===== src/rtl/regfile_pkg.sv =====
// Shared constants and types for the register-file writeback scheduler.
// The writeback source enum doubles as the round-robin "last grant" state.
package regfile_pkg;

  localparam int NREG = 32;
  localparam int AW   = 5;
  localparam int DW   = 32;

  typedef enum logic {
    SRC_ALU = 1'b0,
    SRC_MEM = 1'b1
  } wb_src_t;

endpackage


===== src/rtl/rr_arb2.sv =====
// Two-input round-robin arbiter: bit 0 is the ALU, bit 1 is the load unit.
// When both sources request, the one that did not win last time is granted.
module rr_arb2
  import regfile_pkg::*;
(
  input  logic       clk,
  input  logic       rst_n,
  input  logic [1:0] i_req,
  output logic [1:0] o_gnt
);

  wb_src_t r_last;

  always_comb begin
    o_gnt = i_req;
    if (i_req == 2'b11) begin
      o_gnt = (r_last == SRC_ALU) ? 2'b10 : 2'b01;
    end
  end

  // Reset state favours the ALU on the first tie.
  always_ff @(posedge clk or negedge rst_n) begin
    if (!rst_n) begin
      r_last <= SRC_MEM;
    end else if (o_gnt[0]) begin
      r_last <= SRC_ALU;
    end else if (o_gnt[1]) begin
      r_last <= SRC_MEM;
    end
  end

endmodule


===== src/rtl/regfile_wb_sched.sv =====
// Writeback scheduler and busy-bit hazard scoreboard for a 2R/1W register file.
// ALU and load-unit writebacks share one registered write port via rr_arb2.
module regfile_wb_sched
  import regfile_pkg::*;
#(
  parameter int NREG = regfile_pkg::NREG,
  parameter int AW   = regfile_pkg::AW,
  parameter int DW   = regfile_pkg::DW
) (
  input  logic          clk,
  input  logic          rst_n,
  input  logic          issue_valid,
  input  logic          issue_wr,
  input  logic [AW-1:0] issue_rd,
  input  logic [AW-1:0] issue_rs1,
  input  logic [AW-1:0] issue_rs2,
  output logic          issue_stall,
  input  logic          alu_wb_valid,
  input  logic [AW-1:0] alu_wb_num,
  input  logic [DW-1:0] alu_wb_data,
  output logic          alu_wb_ready,
  input  logic          mem_wb_valid,
  input  logic [AW-1:0] mem_wb_num,
  input  logic [DW-1:0] mem_wb_data,
  output logic          mem_wb_ready,
  output logic          RegWrite,
  output logic [AW-1:0] WbRegNum,
  output logic [DW-1:0] WbData
);

  logic [NREG-1:0] r_busy;
  logic            r_reg_write;
  logic [AW-1:0]   r_wb_num;
  logic [DW-1:0]   r_wb_data;

  logic [1:0]      w_gnt;
  logic            w_wb_fire;
  logic [AW-1:0]   w_wb_num;
  logic [DW-1:0]   w_wb_data;
  logic            w_issue_acc;
  logic            w_hz_rs1;
  logic            w_hz_rs2;
  logic            w_hz_rd;
  logic [NREG-1:0] w_set;
  logic [NREG-1:0] w_clr;

  rr_arb2 u_arb (
    .clk   (clk),
    .rst_n (rst_n),
    .i_req ({mem_wb_valid, alu_wb_valid}),
    .o_gnt (w_gnt)
  );

  assign alu_wb_ready = w_gnt[0];
  assign mem_wb_ready = w_gnt[1];
  assign w_wb_fire    = |w_gnt;
  assign w_wb_num     = w_gnt[0] ? alu_wb_num  : mem_wb_num;
  assign w_wb_data    = w_gnt[0] ? alu_wb_data : mem_wb_data;

  // r0 never holds a pending write, so it can never raise a hazard.
  assign w_hz_rs1    = r_busy[issue_rs1] && (issue_rs1 != '0);
  assign w_hz_rs2    = r_busy[issue_rs2] && (issue_rs2 != '0);
  assign w_hz_rd     = issue_wr && r_busy[issue_rd] && (issue_rd != '0);
  assign issue_stall = issue_valid && (w_hz_rs1 || w_hz_rs2 || w_hz_rd);
  assign w_issue_acc = issue_valid && !issue_stall;

  always_comb begin
    w_set = '0;
    w_clr = '0;
    if (w_issue_acc && issue_wr && (issue_rd != '0)) begin
      w_set[issue_rd] = 1'b1;
    end
    if (w_wb_fire) begin
      w_clr[w_wb_num] = 1'b1;
    end
  end

  // A same-edge set and clear of one register leaves it busy.
  always_ff @(posedge clk or negedge rst_n) begin
    if (!rst_n) begin
      r_busy <= '0;
    end else begin
      r_busy <= w_set | (r_busy & ~w_clr);
    end
  end

  // Write port register: address/data hold when nothing is granted.
  always_ff @(posedge clk or negedge rst_n) begin
    if (!rst_n) begin
      r_reg_write <= 1'b0;
      r_wb_num    <= '0;
      r_wb_data   <= '0;
    end else begin
      r_reg_write <= w_wb_fire && (w_wb_num != '0);
      if (w_wb_fire) begin
        r_wb_num  <= w_wb_num;
        r_wb_data <= w_wb_data;
      end
    end
  end

  assign RegWrite = r_reg_write;
  assign WbRegNum = r_wb_num;
  assign WbData   = r_wb_data;

endmodule


===== config.mk =====
export PLATFORM = sky130hd
export DESIGN_NAME = regfile_wb_sched
export DESIGN_NICKNAME = d
export VERILOG_FILES = /design/src/rtl/regfile_pkg.sv /design/src/rtl/rr_arb2.sv /design/src/rtl/regfile_wb_sched.sv
export SDC_FILE = /design/constraint.sdc
export NUM_CORES = 1
export LEC_CHECK = 0
export BUFFER_PORTS_ARGS = -buffer_cell sky130_fd_sc_hd__buf_2
export CAP_MARGIN = 20
export CORE_MARGIN = 2
export CORE_UTILIZATION = 33
export DETAILED_ROUTE_END_ITERATION = 8
export PLACE_DENSITY = 0.62
export REMOVE_ABC_BUFFERS = 1
export SYNTH_ARGS = -nofsm -noshare
export SYNTH_HDL_FRONTEND = slang
export SYNTH_SLANG_ARGS = --single-unit

===== constraint.sdc =====
create_clock -name clk -period 6.9 [get_ports clk]
set_input_delay 1.725 -clock clk [delete_from_list [all_inputs] [get_ports clk]]
set_output_delay 1.725 -clock clk [all_outputs]
set_load 0.005 [all_outputs]

==> flow_metrics.py, run 1 <==
metrics = {
    "layout": {
        "fin_area_um2": 5600,
        "final-seq-area_um2": 1780,
        "drive_gt1_share_pct": 30.8,
        "layout.nets": 710,
        "area_growth_pct": 23.8,
        "fill_cells": 1295,
        "diodes": 0,
        "multi_input_area_um2": 2430,
    },
    "logic_synthesis": {
        "ys_warn_count": 0,
        "synth_area_leaders": "dfrtp_1, o22ai_1, mux2i_1",
        "synth_top_area_share_pct": 38.7,
        "synth_xor_area_share_pct": 0,
        "synth-async-reset-ratio_pct": 100,
        "synth_compound_area_share_pct": 26.5,
        "synth_top_area_cell": "dfrtp_1",
        "yosysMostFrequentCell": "dfrtp_1",
        "synthCells": 507,
        "ys_types": 50,
        "ys_seq_area_share_pct": 39.3,
        "synth_ff_type": "dfrtp_1",
        "synth-simple-area-share_pct": 14.0,
        "syn_area_um2": 4520,
        "avgSynthCellArea_um2": 8.92,
        "synth-adder-area-share_pct": 0,
        "synthMuxAreaShare_pct": 13.3,
        "synth_top_family_by_area": "compound AO/OA/AOI/OAI gates",
        "synth_edf_count": 0,
        "synthTopCellsByCount": "dfrtp_1, nor2_1, o22ai_1, o21ai_0, a21oi_1",
        "ys_seq_elements": 71,
    },
    "timing": {
        "finalSetupViolCount": 0,
        "fin_setup_tns_ns": 0,
        "finalCritPeriodShare_pct": 77.8,
        "finClkSkew_ns": 0.0105,
        "slew_violations": 0,
        "hold_violations": 0,
        "setup_slack_ns": 1.53,
        "slew_headroom_pct": 38.9,
        "tightest_slew_ns": 0.916,
        "rsz0062_at_grt": "no",
        "min_period_ns": 5.37,
        "hold_ws_ns": 0.536,
        "fmax_mhz": 186,
    },
    "clock_network": {
        "clock-sinks": 71,
        "htreeDepth": 3,
        "root_buffer": "clkbuf_16",
        "cts_max_path_buffers": 2,
        "ctsHoldBuffers": 0,
        "cts_tree": "done",
        "cts_buffers": 9,
        "clk_latency_ns": 0.34,
        "cts.repair.resized": 0,
        "path_clk_slew_ns": 0.06,
        "post-cts-setup-buffers": 0,
    },
    "worst_hold_path": {
        "hold_path.class": "reg -> reg",
    },
    "critical_path": {
        "cp-start-kind": "input port",
        "crit_required_ns": 5.18,
        "rrSetupSlack_ns": 3.70,
        "critPathMaxFanout": 19,
        "critPathKind": "in -> out",
        "endpoint_kind": "output port",
        "arrival_ns": 3.65,
    },
    "global_route": {
        "grt_pass1_vias": 4445,
        "antenna_found_initial": 0,
        "grt_start_max_net_pins": 101,
        "grt_pass1_wl_um": 22800,
        "grt_remaining_overflow": 0,
        "grt_use_total_pct": 19.8,
    },
    "routing": {
        "wl_met3_um": 1220,
        "dr.max_layer_used": "met4",
        "drt_iter0_drc": 256,
        "viasPerCell": 5.72,
        "wire_per_inst_um": 17.8,
        "firstDrtPassIters": 6,
        "routed_wl_um": 14200,
        "ant_nets": 0,
        "wl_met1_um": 6200,
        "met2WireLength_um": 6490,
        "drc": 0,
        "num_vias": 4554,
    },
    "die": {
        "io_pins": 136,
        "fp.dieW_um": 121,
        "rows": 42,
        "placeableCoreArea_um2": 13300,
        "start_util_pct": 34.0,
        "chipHeight_um": 121,
        "dieArea_um2": 14700,
    },
    "placed_design": {
        "pre_cts_ws_ns": 1.55,
        "io_buffers": 135,
        "dp_hpwl_um": 10200,
        "dpl-instance-area_um2": 5260,
        "gp_congestion": 0.926,
    },
    "run": {
        "cap_violations": 0,
    },
    "pwr": {
        "power_mw": 1.40,
        "p_leak_nw": 2.53,
        "ir_drop_mv": 0.114,
        "powerDensity_nw_per_um2": 249,
    },
    "status": {
        "status": "finished, final reports clean",
    },
}
## critical path, cell delays in order
cell and delay (ns):
buf_2 0.41, mux2_2 0.39, a221o_1 0.35, nand3_1 0.08, o311a_2 0.26, o2111ai_1 0.14, and2_1 0.16, buf_2 0.12
## cell type report
cell class / instances / share of cell area, %
tap: 176 / 3.93
inverter: 36 / 2.41
clock inverter: 7 / 2.12
multi-input combinational: 360 / 43.4
timing repair buffer: 137 / 12.3
sequential: 71 / 31.7
clock buffer: 9 / 4.02
## logic make-up after synthesis
| family | Yosys count |
|---|---|
| simple gates | 114 |
| buf+inv | 76 |
| mux | 47 |
| compound gates | 199 |
| flops | 71 |
## sequential cells by signal, indices dropped and copies added, names as in the netlist
register / cells
u_arb.r_last: 1
WbRegNum: 5
r_busy: 32
RegWrite: 1
WbData: 32
## metrics by stage
step	std cells	util (%)
final	796	42.1
after global routing	796	42.1
after CTS	796	42.1
after detailed placement	780	39.5
after global placement	780	39.5
after floorplan	467	-
## cell usage in the layout, fill, tap and decap left out, drive strengths merged, types with 4 or more instances in the layout
master / synthesis / layout
a21oi: 40 / 40
a31oi: 34 / 34
buf: 10 / 137
clkbuf: 30 / 9
dfrtp: 70 / 70
inv: 36 / 37
mux2: 13 / 13
mux2i: 26 / 26
mux4: 8 / 8
nand2: 15 / 15
nand2b: 5 / 5
nand3: 13 / 13
nand4b: 4 / 4
nor2: 45 / 45
nor2b: 4 / 4
nor3: 4 / 4
o21ai: 63 / 63
o22ai: 44 / 44
o41ai: 4 / 4
## per-layer routing
layer  GRT usage [%]  vias to the layer above
met1            26.0                     2222
met2            30.6                      199
met5               0                        -
met4            7.05                        0
li1                -                     2112
met3            6.16                       21
## worst paths after layout
| path | from | depth (start not counted) | to |
|---|---|---|---|
| worst max-delay path | issue_rd[1] | 8 | issue_stall |
| worst min-delay path | WbRegNum[4]$_DFFE_PN0P_ | 2 | WbRegNum[4]$_DFFE_PN0P_ |
| worst max register to register | u_arb.r_last$_DFFE_PN1P_ | 6 | r_busy[19]$_DFF_PN0_ |
| worst min register to register | WbRegNum[4]$_DFFE_PN0P_ | 2 | WbRegNum[4]$_DFFE_PN0P_ |
| max in group asynchronous | rst_n | 2 | r_busy[24]$_DFF_PN0_ |
| min in group asynchronous | rst_n | 2 | r_busy[10]$_DFF_PN0_ |
## report_power, final
group          switching [mW]  internal (mW)
combinational           0.166          0.143
sequential             0.0718          0.479
clock                   0.183          0.354
Note: power is estimated with default switching activity, not from simulation.
==> run 2: changes to the inputs <==
--- a/config.mk
+++ b/config.mk
@@ -5,12 +5,13 @@
 export SDC_FILE = /design/constraint.sdc
 export NUM_CORES = 1
 export LEC_CHECK = 0
+export ABC_AREA = 1
 export BUFFER_PORTS_ARGS = -buffer_cell sky130_fd_sc_hd__buf_2
 export CAP_MARGIN = 20
 export CORE_MARGIN = 2
 export CORE_UTILIZATION = 33
 export DETAILED_ROUTE_END_ITERATION = 8
-export PLACE_DENSITY = 0.62
+export PLACE_DENSITY = 0.64
 export REMOVE_ABC_BUFFERS = 1
 export SYNTH_ARGS = -nofsm -noshare
 export SYNTH_HDL_FRONTEND = slang
==> constraint.sdc (replaced) <==
create_clock -name clk -period 4.7 [get_ports clk]
set_input_delay 1.175 -clock clk [delete_from_list [all_inputs] [get_ports clk]]
set_output_delay 1.175 -clock clk [all_outputs]
set_load 0.005 [all_outputs]
==> flow_metrics.py, run 2 <==
metrics = {
    "die": {
        "chipHeight_um": 122,
        "start_util_pct": 33.4,
        "dieArea_um2": 14800,
        "io_pins": 136,
        "placeableCoreArea_um2": 13700,
        "fp.dieW_um": 122,
        "rows": 43,
    },
    "logic_synthesis": {
        "ys_warn_count": 0,
        "synthMuxAreaShare_pct": 0,
        "synth_edf_count": 0,
        "avgSynthCellArea_um2": 6.55,
        "synth_top_area_cell": "dfrtp_1",
        "ys_types": 31,
        "yosysMostFrequentCell": "nand2_1",
        "synthTopCellsByCount": "nand2_1, nor2_1, nand3_1, dfrtp_1, o21ai_0",
        "synth_top_family_by_area": "simple AND/OR/NAND/NOR gates",
        "synthCells": 700,
        "ys_seq_area_share_pct": 38.8,
        "synth_ff_type": "dfrtp_1",
        "synth-adder-area-share_pct": 0,
        "synth_xor_area_share_pct": 0,
        "synth-async-reset-ratio_pct": 100,
        "ys_seq_elements": 71,
        "synth_compound_area_share_pct": 15.1,
        "synth-simple-area-share_pct": 35.7,
        "synth_area_leaders": "dfrtp_1, nand2_1, nand3_1",
        "syn_area_um2": 4580,
        "synth_top_area_share_pct": 38.2,
    },
    "routing": {
        "wire_per_inst_um": 14.3,
        "firstDrtPassIters": 5,
        "wl_met1_um": 6590,
        "drc": 0,
        "routed_wl_um": 14400,
        "num_vias": 4873,
        "viasPerCell": 4.86,
        "ant_nets": 0,
        "drt_iter0_drc": 442,
        "met2WireLength_um": 6280,
        "dr.max_layer_used": "met4",
        "wl_met3_um": 1410,
    },
    "critical_path": {
        "crit_required_ns": 3.52,
        "arrival_ns": 2.71,
        "cp_num_buf_inv": 3,
        "r2r-start": "u_arb.r_last$_DFFE_PN1P_",
        "crit_chain": "buf_2 -> clkinv_1 -> nand2_1 -> nand3_1 -> o21ai_1 -> nand2_1 -> nand2_1 -> nand2_1 -> nand2_1 -> nand2_1 -> nand2_1 -> nor2_4 -> nor2_1 -> buf_2",
        "critPathMaxStageDelay_ns": 0.32,
        "critPathMaxFanout": 21,
        "crit_family": "buffers and inverters",
        "cp-startpoint": "issue_rs2[0]",
        "critPathKind": "in -> out",
        "endpoint_kind": "output port",
        "cp-start-kind": "input port",
        "cp_slowest_cell": "clkinv_1",
        "crit_top_cell": "nand2_1",
    },
    "worst_hold_path": {
        "hold_path.class": "reg -> reg",
        "hp-start": "WbData[16]$_DFFE_PN0P_",
    },
    "timing": {
        "slew_headroom_pct": 37.2,
        "tightest_slew_ns": 0.941,
        "min_period_ns": 3.89,
        "finalCritPeriodShare_pct": 82.7,
        "hold_violations": 0,
        "fmax_mhz": 257,
        "slew_violations": 0,
        "finalSetupViolCount": 0,
        "finClkSkew_ns": 0.00672,
        "fin_setup_tns_ns": 0,
        "rsz0062_at_grt": "no",
    },
    "pwr": {
        "p_leak_nw": 2.93,
        "ir_drop_mv": 0.190,
        "power_mw": 1.99,
        "powerDensity_nw_per_um2": 354,
    },
    "run": {
        "cap_violations": 0,
    },
    "placed_design": {
        "dp_hpwl_um": 10600,
        "io_buffers": 135,
        "gp_congestion": 0.884,
    },
    "layout": {
        "area_growth_pct": 22.5,
        "layout.nets": 912,
        "drive_gt1_share_pct": 21.4,
        "layout_common_cells": "nand2_1, buf_2, nor2_1",
        "layout.cells.most_common": "nand2_1",
        "fill_cells": 1498,
    },
    "clock_network": {
        "cts_tree": "done",
        "cts.repair.resized": 0,
        "clk_latency_ns": 0.33,
        "cts_buffers": 9,
        "root_buffer": "clkbuf_16",
        "htreeDepth": 3,
        "clock-sinks": 71,
        "cts_max_path_buffers": 2,
        "path_clk_slew_ns": 0.06,
        "ctsHoldBuffers": 0,
        "post-cts-setup-buffers": 0,
    },
    "global_route": {
        "grt_pass1_wl_um": 23400,
        "grt_use_total_pct": 19.8,
        "grt_pass1_vias": 4613,
        "grt_start_max_net_pins": 72,
        "antenna_found_initial": 1,
        "grt_remaining_overflow": 0,
    },
    "status": {
        "status": "finished, final reports clean",
    },
}
## run 2: layout make-up
| type | count | area (µm²) | area share (%) |
|---|---|---|---|
| multi-input cells | 528 | 2330 | 41.4 |
| flip-flops and latches | 71 | 1780 | 31.7 |
| repair buffers | 140 | 716 | 12.7 |
| clock buffers | 14 | 274 | 4.88 |
| inverters | 67 | 256 | 4.57 |
| well taps | 180 | 225 | 4.01 |
| clock inverters | 2 | 37.5 | 0.668 |
| diodes | 1 | 2.50 | 0.0446 |
## run 2: final timing paths
kind / end / cells past startpoint / slack, ns
setup / recovery: issue_stall / 14 / 0.81
hold / removal: WbData[16]$_DFFE_PN0P_ / 2 / 0.48
setup reg to reg: r_busy[8]$_DFF_PN0_ / 10 / 2.30
hold reg to reg: WbData[16]$_DFFE_PN0P_ / 2 / 0.48
max in group asynchronous: WbData[24]$_DFFE_PN0P_ / 1 / 3.11
min in group asynchronous: r_busy[1]$_DFF_PN0_ / 1 / 0.96
## run 2: cell families after synthesis
| logic type | Yosys count |
|---|---|
| AND/OR/NAND/NOR | 397 |
| AO/OA/AOI/OAI | 131 |
| flip-flops | 71 |
| buffers and inverters | 101 |
## run 2: per-layer routing
metal	global-route usage [%]	vias to the layer above
met4	4.96	0
met3	4.73	8
met1	28.4	2184
met5	0	-
li1	-	2475
met2	30.1	206
## run 2: worst min-delay path, delay by kind of cell, from the launching register on
family	cells	cell delay [ns]
AOI/OAI and AO/OA	1	0.05
DFF	1	0.34
and+or+nand+nor	1	0.05
## run 2: where the power goes
group | leakage, nW | switching, mW | total [mW] | internal [mW]
Clock | 0.149 | 0.257 | 0.712 | 0.455
Sequential | 0.875 | 0.0816 | 0.792 | 0.710
Combinational | 1.90 | 0.304 | 0.485 | 0.181
Total | 2.93 | 0.642 | 1.99 | 1.35
## run 2: through the flow
step	setup WS (ns)	hold slack (ns)	instance area [µm²]	utilization (%)	std cells
after floorplan	0.932	0.458	4360	-	666
after detailed placement	0.830	0.468	5300	38.7	986
after global routing	0.624	0.503	5620	40.9	1003
after CTS	0.829	0.482	5610	40.9	1002
after global placement	0.861	0.462	5300	38.7	986
final	0.812	0.475	5620	40.9	1003
